<file path="src/rtl/instruction_fetch_unit.sv">
// Instruction fetch unit: PC register, 2-entry fetch queue and RUN/HALTED FSM.
// Redirects flush the queue and restart fetch; a halt word stops fetching.
module instruction_fetch_unit #(
  parameter logic [31:0] RESET_PC  = 32'h0000_0000,
  parameter logic [31:0] HALT_INST = 32'h0000_0073
) (
  input  logic        clk,
  input  logic        reset,
  output logic [31:0] imem_addr,
  input  logic [31:0] imem_dout,
  input  logic        redirect_valid,
  input  logic [31:0] redirect_pc,
  output logic        id_valid,
  input  logic        id_ready,
  output logic [31:0] id_inst,
  output logic [31:0] id_pc,
  output logic        halted,
  output logic [31:0] fetch_count
);

  typedef enum logic {
    RUN    = 1'b0,
    HALTED = 1'b1
  } state_e;

  state_e      state_q, state_d;
  logic [31:0] pc_q, pc_d;
  logic [1:0]  count_q, count_d;
  logic [31:0] e0_pc_q, e0_pc_d;
  logic [31:0] e0_inst_q, e0_inst_d;
  logic [31:0] e1_pc_q, e1_pc_d;
  logic [31:0] e1_inst_q, e1_inst_d;
  logic [31:0] fcnt_q, fcnt_d;
  logic        pop, push;
  logic [1:0]  wr_idx;

  always_ff @(posedge clk or posedge reset) begin
    if (reset) begin
      state_q   <= RUN;
      pc_q      <= RESET_PC;
      count_q   <= 2'd0;
      e0_pc_q   <= 32'd0;
      e0_inst_q <= 32'd0;
      e1_pc_q   <= 32'd0;
      e1_inst_q <= 32'd0;
      fcnt_q    <= 32'd0;
    end else begin
      state_q   <= state_d;
      pc_q      <= pc_d;
      count_q   <= count_d;
      e0_pc_q   <= e0_pc_d;
      e0_inst_q <= e0_inst_d;
      e1_pc_q   <= e1_pc_d;
      e1_inst_q <= e1_inst_d;
      fcnt_q    <= fcnt_d;
    end
  end

  always_comb begin
    state_d   = state_q;
    pc_d      = pc_q;
    count_d   = count_q;
    e0_pc_d   = e0_pc_q;
    e0_inst_d = e0_inst_q;
    e1_pc_d   = e1_pc_q;
    e1_inst_d = e1_inst_q;
    fcnt_d    = fcnt_q;
    pop       = (count_q != 2'd0) && id_ready;
    push      = (state_q == RUN) && ((count_q != 2'd2) || pop);
    wr_idx    = count_q - {1'b0, pop};

    if (redirect_valid) begin
      // Wrong-path fetch this cycle: flush everything, no push or pop
      count_d = 2'd0;
      pc_d    = {redirect_pc[31:2], 2'b00};
      state_d = RUN;
    end else begin
      if (pop) begin
        e0_pc_d   = e1_pc_q;
        e0_inst_d = e1_inst_q;
      end
      if (push) begin
        if (wr_idx == 2'd0) begin
          e0_pc_d   = pc_q;
          e0_inst_d = imem_dout;
        end else begin
          e1_pc_d   = pc_q;
          e1_inst_d = imem_dout;
        end
        fcnt_d = fcnt_q + 32'd1;
        if (imem_dout == HALT_INST) begin
          state_d = HALTED;
        end else begin
          pc_d = pc_q + 32'd4;
        end
      end
      count_d = count_q - {1'b0, pop} + {1'b0, push};
    end
  end

  assign imem_addr   = pc_q;
  assign id_valid    = (count_q != 2'd0);
  assign id_inst     = e0_inst_q;
  assign id_pc       = e0_pc_q;
  assign halted      = (state_q == HALTED);
  assign fetch_count = fcnt_q;

endmodule
</file>
<file path="config.mk">
export PLATFORM = sky130hd
export DESIGN_NAME = instruction_fetch_unit
export DESIGN_NICKNAME = d
export VERILOG_FILES = /design/src/rtl/instruction_fetch_unit.sv
export SDC_FILE = /design/constraint.sdc
export NUM_CORES = 1
export LEC_CHECK = 0
export ABC_AREA = 1
export BUFFER_PORTS_ARGS = -buffer_cell sky130_fd_sc_hd__buf_2
export CAP_MARGIN = 0
export CORE_MARGIN = 2
export CORE_UTILIZATION = 55
export CTS_CLUSTER_DIAMETER = 40
export DETAILED_ROUTE_END_ITERATION = 10
export PLACE_DENSITY_LB_ADDON = 0.1
export RECOVER_POWER = 25
export SYNTH_ARGS = -nofsm -noshare
export SYNTH_HDL_FRONTEND = slang
export SYNTH_SLANG_ARGS = --single-unit
</file>
<file path="constraint.sdc">
create_clock -name clk -period 6.8 [get_ports clk]
set_input_delay 0.34 -clock clk [delete_from_list [all_inputs] [get_ports clk]]
set_output_delay 0.34 -clock clk [all_outputs]
set_load 0.01 [all_outputs]
</file>
==> results.tsv <==
metric	value	unit
core	0.0178	sq mm
diodes	0	
clock_latency	0.43	ns
status	finished clean	
critPathSlowestCell	buf_4	
worstSetupPathType	reg -> reg	
fin_area	0.0115	sq mm
fillers	1655	
p_leak	5.99	nW
crit_buf_inv	3	
clk_pin_slew	0.07	ns
cts_tree	yes	
area_growth	16.1	%
nets	1575	
fp.dieH	138	microns
wl_per_cell	13.9	microns
layout-drive-gt1-share	17.4	%
slew-limit-headroom	22.8	%
cts_max_path_buffers	2	
layout_common_cells	456 x nand2_1, 192 x buf_2, 191 x dfrtp_1	
powerDensity	394	mW/mm^2
dp_hpwl	16.4	mm
drc	0	
hold_viol	0	
gr-total-overflow	0	
post_cts_buffers	0	
fin_crit_sh	37.7	%
yosys_register_bits	191	
synth_top_area_share	48.3	%
vdd_ir_drop_max	0.243	mV
grt_pass1_wl	40.7	mm
required	7.15	ns
numCtsBuffers	17	
yosys_warnings	0	
final_common_cell	nand2_1	
clockRootBuffer	clkbuf_16	
multi_input_area	0.00418	sq mm
h-tree-depth	4	
wirelength	24.2	mm
synthCells	1341	
antenna_found_initial	1	
finalMaxSlewViolations	0	
grt_usage	25.7	%
cap_violations	0	
dr.pass1.iters	5	
start_kind	flip-flop	
grt_pass1_vias	8123	
min_path_type	in -> async	
fin_ws	4.23	ns
numPortBuffers	193	
num_vias	9018	
ys_seq_area_share	48.3	%
grt_max_degree	130	
cpPeakStageDelay	0.68	ns
place.gp.congestion	0.887	
syn_area	0.00990	sq mm
ant_nets	0	
register_area	0.00478	sq mm
postPlaceCellArea	0.0109	sq mm
tns	0	ns
synth_cell_type_count	34	
postCtsHoldBufs	0	
cp-end-kind	flip-flop	
clock_skew	0.0142	ns
fmax	390	MHz
num_rows	49	
fin_crit	2.57	ns
power	0.00453	W
cts.repair.resized	0	
ios	198	
start_util	55.7	%
postSynthAreaPerCell	7.38	sq um
cp_max_fo	66	
routed_via_density	5.16	
crit_chain	inv_2 -> o21ai_0 -> or2_4 -> a21oi_4 -> inv_4 -> buf_4 -> nand2_1 -> o21ai_1	
setup_viol	0	
clock-sinks	191	
reg2reg_slack	4.23	ns
yosys.area.top_type	dfrtp_1	
rsz0062_at_grt	no	
tightest_slew	1.16	ns
ys_top_cells_by_area	dfrtp_1 48%, nand2_1 17%, o21ai_0 7.2%	
die-area	0.0191	sq mm
place_ws	4.15	ns
cpLargestDelayFamily	buffers and inverters	
cp.arrival	2.92	ns
drtIter0Drc	618	
fp.dieW	138	microns
==> sequential cells by signal (all words and copies together) (netlist names) <==
| register | count |
|---|---|
| halted | 1 |
| imem_addr | 30 |
| e1_inst_q | 32 |
| e1_pc_q | 30 |
| fetch_count | 32 |
| count_q | 2 |
| id_inst | 32 |
| id_pc | 32 |
==> worst register-to-register path: stages, from the launching register on <==
cell and delay, ns:
dfrtp_1 0.34, inv_2 0.06, o21ai_0 0.35, or2_4 0.22, a21oi_4 0.07, inv_4 0.51
buf_4 0.71, nand2_1 0.14, o21ai_1 0.11
==> per-layer routing <==
metal / vias up / routed length [microns] / track usage [%]
li1: 4534 / - / -
met1: 4174 / 11200 / 36.8
met2: 269 / 11100 / 40.3
met3: 39 / 1360 / 4.19
met4: 2 / 511 / 8.27
met5: - / 12 / 0
==> stage by stage <==
stage | hold slack, ns | util, % | cells
floorplan | 0.453 | - | 1342
global placement | 0.460 | 61.3 | 1714
detailed placement | 0.463 | 61.3 | 1714
CTS | 0.114 | 64.6 | 1746
global route | 0.141 | 64.6 | 1746
finish | 0.110 | 64.6 | 1746
==> final cells by class <==
class / instances / share of cell area (%)
clock buffer: 18 / 3.82
clock inverter: 14 / 1.25
inverter: 169 / 5.61
multi-input combinational: 926 / 36.4
sequential: 191 / 41.6
tap: 229 / 2.49
timing repair buffer: 199 / 8.79
==> Yosys cell counts <==
master,n
clkbuf_1,25
nor4_1,1
ha_1,3
o21ai_1,41
nand2_2,2
nor2_2,1
xor2_1,18
buf_4,2
and2_1,1
nand3_1,72
buf_6,10
a21oi_1,12
o31ai_1,2
or2_1,1
nor3_1,16
o21ai_0,142
nand2_1,457
inv_1,165
or2_2,3
buf_1,2
a21oi_4,1
o21ai_2,20
a31oi_1,4
dfrtp_1,191
nand4_1,10
clkinv_1,1
conb_1,1
nand3b_1,4
inv_2,3
buf_2,17
nor3b_1,1
xnor2_1,5
nand3_2,1
nor2_1,106
==> where the power goes <==
group	internal, W	switching (W)	total (W)
clock network	0.000530	0.000477	0.00101
logic	0.000611	0.00108	0.00169
registers	0.00156	0.000269	0.00183
total	0.00270	0.00182	0.00453
==> final timing paths <==
| kind | to | cells after the start | start |
|---|---|---|---|
| max | id_pc[18] | 8 | count_q[0] |
| min | fetch_count[20] | 2 | reset |
| max reg2reg | id_pc[18] | 8 | count_q[0] |
| min in group clk | imem_addr[30] | 3 | redirect_pc[30] |
| max in group asynchronous | e1_pc_q[10] | 3 | reset |
| min reg2reg | id_pc[30] | 2 | id_pc[30] |
==> cell families after synthesis <==
group,Yosys count,synth area share [%]
and+or+nand+nor,676,27.5
buffers and inverters,225,9.58
AOI/OAI and AO/OA,222,12.2
DFF,191,48.3
xor gates and xnor gates,23,2.04
adders and majority gates,3,0.379
other,1,0.0379
Power figures use the tool's default switching activity.
